===== src/rtl/rectangle_sbox_layer_ctrl_pkg.sv =====
// -----------------------------------------------------------------------------
// rectangle_sbox_layer_ctrl_pkg
// Shared definitions for the masked RECTANGLE S-box layer sequencer:
//   - state_t       : sequencer state encoding
//   - NIB_DEF       : nibbles per 64-bit state
//   - RND_W_DEF     : fresh-randomness bits consumed per nibble
//   - SBOX_LAT_DEF  : latency of the shared masked S-box pipeline
//   - RECT_SBOX     : unmasked RECTANGLE S-box table (nibble i holds S(i)),
//                     used by reference models
// -----------------------------------------------------------------------------
package rectangle_sbox_layer_ctrl_pkg;

    localparam int NIB_DEF      = 16;
    localparam int RND_W_DEF    = 8;
    localparam int SBOX_LAT_DEF = 4;

    typedef enum logic [1:0] {
        ST_IDLE  = 2'd0,
        ST_FEED  = 2'd1,
        ST_DRAIN = 2'd2,
        ST_DONE  = 2'd3
    } state_t;

    // S(0)..S(15) = 6,5,C,A,1,E,7,9,B,0,3,D,8,F,4,2 packed LSB-first.
    localparam logic [63:0] RECT_SBOX = 64'h24F8_D30B_97E1_AC56;

    function automatic logic [3:0] rect_sbox(input logic [3:0] x);
        return RECT_SBOX[4*x +: 4];
    endfunction

endpackage


===== src/rtl/rectangle_sbox_layer_ctrl_sbox_valid_tracker.sv =====
// -----------------------------------------------------------------------------
// sbox_valid_tracker
// DEPTH-deep shift register mirroring the S-box pipeline: a 1 marks a real
// nibble, a 0 a bubble. The tail lines up with the S-box output of the same
// slot, so it directly qualifies result capture.
// Ports:
//   clk, rst (async, active high)
//   clr   : synchronous clear (new pass)
//   shift : advance one stage
//   din   : valid bit entering the pipeline this cycle
//   tail  : valid bit of the slot currently leaving the S-box
// -----------------------------------------------------------------------------
module sbox_valid_tracker #(
    parameter int DEPTH = 4
) (
    input  logic clk,
    input  logic rst,
    input  logic clr,
    input  logic shift,
    input  logic din,
    output logic tail
);

    logic [DEPTH-1:0] sr;

    // NOTE: sequential state uses non-blocking assignments so every register
    // samples pre-edge values regardless of statement order.
    always_ff @(posedge clk or posedge rst) begin
        if (rst) begin
            sr <= '0;
        end else if (clr) begin
            sr <= '0;
        end else if (shift) begin
            // Shift-and-or form stays legal for DEPTH == 1.
            sr <= (sr << 1) | DEPTH'(din);
        end
    end

    assign tail = sr[DEPTH-1];

endmodule


===== src/rtl/rectangle_sbox_layer_ctrl.sv =====
// -----------------------------------------------------------------------------
// rectangle_sbox_layer_ctrl
// Streams a 3-share masked 64-bit RECTANGLE state through one shared 4-bit
// masked S-box, one nibble per cycle, pairing each nibble with RND_W fresh
// random bits. Randomness stalls become pipeline bubbles, tracked so only
// real nibbles are captured back into the output shares.
// Ports:
//   clk, rst (async, active high)
//   start                    : begin a pass (IDLE only)
//   in_share1..3             : input shares, latched on accepted start
//   rnd, rnd_valid/rnd_ready : fresh randomness handshake
//   sbox_in1..3, sbox_r      : nibble shares + randomness to the S-box
//   sbox_out1..3             : S-box output shares (SBOX_LAT cycles later)
//   busy, done               : pass in progress / one-cycle completion pulse
//   out_share1..3            : result shares
// Build option: RECT_SBOX_CTRL_ZEROIZE_EN clears the latched input shares after
// the last issue and clears out_share* on an accepted start.
// Share paths are kept strictly separate; no two shares are ever combined.
// -----------------------------------------------------------------------------
module rectangle_sbox_layer_ctrl
    import rectangle_sbox_layer_ctrl_pkg::*;
#(
    parameter int NIB      = NIB_DEF,
    parameter int SBOX_LAT = SBOX_LAT_DEF,
    parameter int RND_W    = RND_W_DEF
) (
    input  logic                 clk,
    input  logic                 rst,
    input  logic                 start,
    input  logic [4*NIB-1:0]     in_share1,
    input  logic [4*NIB-1:0]     in_share2,
    input  logic [4*NIB-1:0]     in_share3,
    input  logic [RND_W-1:0]     rnd,
    input  logic                 rnd_valid,
    output logic                 rnd_ready,
    output logic [3:0]           sbox_in1,
    output logic [3:0]           sbox_in2,
    output logic [3:0]           sbox_in3,
    output logic [RND_W-1:0]     sbox_r,
    input  logic [3:0]           sbox_out1,
    input  logic [3:0]           sbox_out2,
    input  logic [3:0]           sbox_out3,
    output logic                 busy,
    output logic                 done,
    output logic [4*NIB-1:0]     out_share1,
    output logic [4*NIB-1:0]     out_share2,
    output logic [4*NIB-1:0]     out_share3
);

    localparam int CW = $clog2(NIB);
    localparam logic [CW-1:0] LAST = CW'(NIB - 1);

    state_t          state, state_next;
    logic [4*NIB-1:0] in_reg1, in_reg2, in_reg3;
    logic [CW-1:0]   iss, cap;
    logic            start_acc, issue, last_issue, cap_en, last_cap, tail;

    assign start_acc  = (state == ST_IDLE) && start;
    // Randomness is consumed only together with an issued nibble.
    assign issue      = (state == ST_FEED) && rnd_valid;
    assign last_issue = issue && (iss == LAST);
    assign busy       = (state == ST_FEED) || (state == ST_DRAIN);
    assign done       = (state == ST_DONE);
    assign cap_en     = busy && tail;
    assign last_cap   = cap_en && (cap == LAST);

    assign rnd_ready  = issue;
    assign sbox_in1   = issue ? in_reg1[4*iss +: 4] : 4'h0;
    assign sbox_in2   = issue ? in_reg2[4*iss +: 4] : 4'h0;
    assign sbox_in3   = issue ? in_reg3[4*iss +: 4] : 4'h0;
    assign sbox_r     = issue ? rnd : '0;

    sbox_valid_tracker #(.DEPTH(SBOX_LAT)) u_tracker (
        .clk   (clk),
        .rst   (rst),
        .clr   (start_acc),
        .shift (busy),
        .din   (issue),
        .tail  (tail)
    );

    // NOTE: next-state defaults to the current state before the case, so no
    // path leaves state_next unassigned and no latch is inferred.
    always_comb begin
        state_next = state;
        case (state)
            ST_IDLE:  if (start)      state_next = ST_FEED;
            ST_FEED:  if (last_issue) state_next = ST_DRAIN;
            ST_DRAIN: if (last_cap)   state_next = ST_DONE;
            ST_DONE:                  state_next = ST_IDLE;
            default:                  state_next = ST_IDLE;
        endcase
    end

    always_ff @(posedge clk or posedge rst) begin
        if (rst) begin
            state   <= ST_IDLE;
            iss     <= '0;
            cap     <= '0;
            in_reg1 <= '0;
            in_reg2 <= '0;
            in_reg3 <= '0;
        end else begin
            state <= state_next;
            if (start_acc) begin
                in_reg1 <= in_share1;
                in_reg2 <= in_share2;
                in_reg3 <= in_share3;
                iss     <= '0;
                cap     <= '0;
            end else begin
                if (issue)  iss <= iss + CW'(1);
                if (cap_en) cap <= cap + CW'(1);
`ifdef RECT_SBOX_CTRL_ZEROIZE_EN
                // Input shares are dead once the last nibble has left.
                if (last_issue) begin
                    in_reg1 <= '0;
                    in_reg2 <= '0;
                    in_reg3 <= '0;
                end
`endif
            end
        end
    end

    // Result shares only change at capture (or zeroize on start), so a
    // partially updated state is visible while busy.
    always_ff @(posedge clk or posedge rst) begin
        if (rst) begin
            out_share1 <= '0;
            out_share2 <= '0;
            out_share3 <= '0;
        end else begin
`ifdef RECT_SBOX_CTRL_ZEROIZE_EN
            if (start_acc) begin
                out_share1 <= '0;
                out_share2 <= '0;
                out_share3 <= '0;
            end
`endif
            if (cap_en) begin
                out_share1[4*cap +: 4] <= sbox_out1;
                out_share2[4*cap +: 4] <= sbox_out2;
                out_share3[4*cap +: 4] <= sbox_out3;
            end
        end
    end

endmodule

===== config.mk =====
export PLATFORM = sky130hd
export DESIGN_NAME = rectangle_sbox_layer_ctrl
export DESIGN_NICKNAME = d
export VERILOG_FILES = /design/src/rtl/rectangle_sbox_layer_ctrl_pkg.sv /design/src/rtl/rectangle_sbox_layer_ctrl_sbox_valid_tracker.sv /design/src/rtl/rectangle_sbox_layer_ctrl.sv
export SDC_FILE = /design/constraint.sdc
export NUM_CORES = 1
export LEC_CHECK = 0
export CORE_MARGIN = 2
export CORE_UTILIZATION = 54
export DETAILED_ROUTE_END_ITERATION = 6
export GPL_TIMING_DRIVEN = 0
export PLACE_DENSITY_LB_ADDON = 0.15
export REMOVE_ABC_BUFFERS = 1
export SYNTH_ARGS = -nofsm -noshare
export SYNTH_HDL_FRONTEND = slang
export SYNTH_SLANG_ARGS = --single-unit

===== constraint.sdc =====
create_clock -name clk -period 20.5 [get_ports clk]
set_input_delay 4.1 -clock clk [delete_from_list [all_inputs] [get_ports clk]]
set_output_delay 4.1 -clock clk [all_outputs]
set_load 0.03 [all_outputs]

# Word-level counts from Yosys, hierarchy flattened
# Cells that the tools add are included.
# word_totals
out_inout_bits,215
ff_bits,398
wordCells,57
input_bits,216
# classes
bitwise_logic,1
add_sub_neg,3
n_eq_ne,8
n_reduce_logical,11
n_mux,17
shifts,7
# ops
op,count
$bwmux 64,3
$shiftx 4x34->64,3
$shiftx 64x7->4,3
$shift 4x34->64 const A,1
$mux 4,9
$neg 6->34,1
$add 4x1->4 const B,2
$eq 4x4->1 const B,2
$mux 8,1
$pmux 2 s4,1
$mux 2,3
$ne 2x2->1 const B,3
$reduce_bool 2->1,3
$logic_and 1x1->1,5
$eq 2x2->1 const B,2
$or 4x1->4,1
$reduce_and 3->1,1
$eq 2x1->1 const B,1
$logic_not 2->1,1
$logic_or 1x1->1,1

# Logic depth before layout (Yosys ltp)
# depth
word_depth,6
mapped_depth,8

# Modules after synthesis
# From an unflattened synthesis, not the netlist that was laid out.
# unflattened
hier_cells,1334
area_unflattened_um2,17536.8
# by_module_without_submodules
mod,seq_area_each_um2,area_per_inst_um2,cells_each,instances
rectangle_sbox_layer_ctrl,9859.5,17372.9,1320,1
sbox_valid_tracker,100.1,163.9,14,1

# Worst setup path after synthesis
# No wires, ideal clock.
# synth_path
kind,in2out
startpoint,input port rnd_valid
endpoint,output port sbox_in1[3]
cell_stages,4
t_arrival_ns,5.344
n_path_buf,2
path_slack_ns,11.056
path_cell_list,clkbuf_1 nand3_1 clkbuf_1 o21ai_0
# synth_between
elab_chain_cells,2
# synth_lines
item,line_no,text
from (decl),rectangle_sbox_layer_ctrl.sv:34,"input logic rnd_valid,"
$logic_and 1x1->1,rectangle_sbox_layer_ctrl.sv:60,assign issue = (state == ST_FEED) && rnd_valid;
$mux 4,rectangle_sbox_layer_ctrl.sv:68,assign sbox_in1 = issue ? in_reg1[4*iss +: 4] : 4'h0;
to (decl),rectangle_sbox_layer_ctrl.sv:36,"output logic [3:0] sbox_in1,"
# No other way between the ends.

# Worst setup path after layout
# layout_path
startpoint,input port rnd_valid
endpoint,output port sbox_in2[0]
# layout_between
elab_chain_cells,2
# layout_lines
item,line_no,text
$logic_and 1x1->1,rectangle_sbox_layer_ctrl.sv:60,
$mux 4,rectangle_sbox_layer_ctrl.sv:69,assign sbox_in2 = issue ? in_reg2[4*iss +: 4] : 4'h0;
to (decl),rectangle_sbox_layer_ctrl.sv:37,"output logic [3:0] sbox_in2,"
# No other way between the ends.

==> impl_metrics.py <==
metrics = {
    "outcome": {
        "status": "finished, final reports clean",
    },
    "power": {
        "seq_power_share_pct": 40.0,
        "ir_worst_vdd_v": 0.0000881,
        "p_sw_mw": 0.978,
        "comb_power_share_pct": 34.6,
        "internal-power_mw": 2.08,
        "p_clk_share_pct": 25.4,
        "power_density_nw_per_um2": 130,
        "switching_share_pct": 32.0,
        "leakage_nw": 10.5,
    },
    "logic_synthesis": {
        "postSynthAreaPerCell_um2": 13.9,
        "ys_warn_count": 0,
        "ys_types": 39,
        "ys_seq_area_share_pct": 57.0,
        "ys_top_cells_by_area": "dfrtp_1, mux2_2, mux2i_1, mux4_2, and2_1",
        "yosys.area.top_type": "dfrtp_1",
        "synth_top_area_share_pct": 57.0,
        "syn_area_um2": 17500,
        "synth_edf_count": 0,
        "ys_seq_elements": 398,
        "ys.flop_type": "dfrtp_1",
        "synth-async-reset-ratio_pct": 100,
        "synth_cells": 1260,
    },
    "setup_path": {
        "cp.arrival_ns": 7.10,
        "cp_cell_sequence": "clkdlybuf4s50_1, nand3_1, a221oi_1, o21ai_0, o21ai_0, clkdlybuf4s50_1",
        "cp_max_fo": 12,
        "r2r_cells": 6,
        "worst-endpoint-required_ns": 16.40,
        "max_stage_delay_ns": 0.76,
        "cp-end-kind": "output pin",
        "crit_cells": 6,
        "crit_type": "in -> out",
        "crit_slowest_cell": "clkdlybuf4s50_1",
        "worstSetupStartpointType": "input pin",
        "worst-path-buf-inv": 2,
        "crit_family": "buffers and inverters",
    },
    "clock_network": {
        "cts_setup_buffers": 0,
        "cts.path.max_buffers": 3,
        "postCtsHoldBufs": 0,
        "htree_levels": 2,
        "ctsRootBufferMaster": "clkbuf_16",
        "cts_tree": "built",
        "cts_sinks": 398,
        "clk_latency_ns": 0.53,
        "post_cts_resize_count": 0,
        "clkTransAtPathRegs_ns": 0.06,
        "cts_buffers": 42,
    },
    "timing": {
        "finalSetupViolations": 0,
        "period_minus_slack_ns": 11.20,
        "fin_crit_sh_pct": 54.6,
        "clock_skew_ns": 0.0133,
        "rsz0062_at_grt": "no",
        "finalHoldViolCount": 0,
        "slew_violations": 0,
        "tns_ns": 0,
        "fin_hold_ws_ns": 0.478,
        "slew-limit-headroom_pct": 21.7,
        "worstMarginPinSlew_ns": 1.17,
        "maxClockFrequency_ghz": 0.0893,
    },
    "worst_hold_path": {
        "hold_class": "reg -> reg",
        "hold_path_depth": 1,
    },
    "floorplanning": {
        "dieHeight_um": 184,
        "die-area_um2": 33800,
        "rows": 65,
        "start_util_pct": 55.1,
        "die_x_um": 184,
        "core_area_um2": 31700,
        "ios": 431,
    },
    "global_route": {
        "grt_max_degree": 125,
        "grt.total_usage_pct": 27.2,
        "grt_pass1_wl_um": 70900,
        "grt_remaining_overflow": 0,
        "grt_pass1_vias": 12520,
        "grt_antenna_before_repair": 12,
    },
    "placement": {
        "gp_congestion": 0.836,
        "dp_hpwl_um": 32400,
        "port_buffers": 430,
    },
    "layout": {
        "final_common_cell": "clkdlybuf4s50_1",
        "area_delta_synth_final_pct": 34.8,
        "fillers": 2139,
        "finalNetCount": 1889,
        "layout_common_cells": "clkdlybuf4s50_1, dfrtp_1, mux2_2",
        "drive_gt1_share_pct": 26.0,
    },
    "routing": {
        "drtAntennaViolNets": 0,
        "wl_per_cell_um": 21.8,
        "num_vias": 11777,
        "drt-total-wl_um": 45700,
        "vias_per_cell": 5.60,
        "first_pass_iters": 4,
        "drcViolationCount": 0,
        "drt-initial-drc-count": 646,
    },
    "flow_run": {
        "drv_cap": 0,
    },
}
## synth_stat cells (10+ instances only)
| library cell | number |
|---|---|
| mux2_2 | 337 |
| and4_1 | 10 |
| clkbuf_1 | 37 |
| inv_1 | 33 |
| and2_1 | 51 |
| a22oi_1 | 24 |
| o21ai_0 | 22 |
| mux4_2 | 19 |
| a21o_1 | 10 |
| mux2i_1 | 97 |
| nor2_1 | 18 |
| nand2_1 | 64 |
| and3_1 | 30 |
| buf_2 | 32 |
| dfrtp_1 | 398 |
## final cells by class
type | instances | area (µm²) | area share [%]
clock buffer | 61 | 1200 | 5.11
clock inverter | 13 | 203 | 0.860
tap | 402 | 503 | 2.13
inverter | 33 | 131 | 0.557
antenna | 6 | 15.0 | 0.0637
multi-input combinational | 749 | 7030 | 29.8
sequential | 398 | 9970 | 42.3
timing repair buffer | 440 | 4520 | 19.2
## flip-flops by register name, summed over array words and instances (netlist names)
name / cells
iss: 4
u_tracker.sr: 4
out_share3: 64
in_reg2: 64
out_share1: 64
cap: 4
out_share2: 64
in_reg3: 64
in_reg1: 64
state: 2
## power by group through the flow
stage                     combinational (mW)  clock (mW)  sequential [mW]
after CTS                               1.07       0.789             1.22
after detailed placement                1.06           0             1.24
final                                   1.06       0.776             1.22
after floorplan                        0.630           0             1.31
after global routing                    1.13       0.825             1.26
after global placement                  1.06           0             1.24
## per-layer routing
metal | wire (µm) | GRT usage (%) | share of wire, %
met3 | 3810 | 8.82 | 8.3
met2 | 22600 | 46.2 | 49
met4 | 1450 | 8.99 | 3.2
met1 | 17900 | 32.8 | 39
met5 | 70 | 0 | 0.15
## worst reg2reg max path, stage by stage (launching register included)
cell and delay, ns:
dfrtp_1 1.04, inv_1 0.32, ha_1 0.37, xor2_1 0.34
nor3_1 0.57, nor2b_1 0.98, mux2_2 0.42
## logic make-up after synthesis
| logic type | count (synthesis) | share of synthesized area, % |
|---|---|---|
| AO/OA/AOI/OAI | 74 | 2.93 |
| AND/OR/NAND/NOR | 206 | 6.51 |
| multiplexers | 453 | 29.7 |
| buffers and inverters | 113 | 2.91 |
| XOR/XNOR | 7 | 0.351 |
| flip-flops | 398 | 57.0 |
| adder cells (fa/ha/maj) | 9 | 0.644 |
## metrics by stage
step	utilization (%)	total power [mW]	setup slack, ns	area [µm²]	instances
6_report	74.3	3.06	9.30	23600	2102
5_1_grt	74.3	3.22	9.23	23600	2100
4_1_cts	74.3	3.08	9.30	23600	2096
3_5_place_dp	69.8	2.30	9.31	22200	2022
3_3_place_gp	69.1	2.30	0.772	21900	2012
2_1_floorplan	-	1.94	5.33	17100	1180
## path summary, 6_finish.rpt
| check | from | to | slack (ns) |
|---|---|---|---|
| min in group asynchronous | rst | out_share3[5]$_DFFE_PP0P_ | 4.05 |
| worst max-delay path | rnd_valid | sbox_in2[0] | 9.30 |
| worst max register to register | cap[0]$_DFFE_PP0P_ | out_share2[40]$_DFFE_PP0P_ | 16.33 |
| max in group asynchronous | rst | out_share1[27]$_DFFE_PP0P_ | 15.43 |
| worst min-delay path | out_share2[29]$_DFFE_PP0P_ | out_share2[29]$_DFFE_PP0P_ | 0.48 |
| worst min register to register | out_share2[29]$_DFFE_PP0P_ | out_share2[29]$_DFFE_PP0P_ | 0.48 |
(Power assumes the default switching activity.)
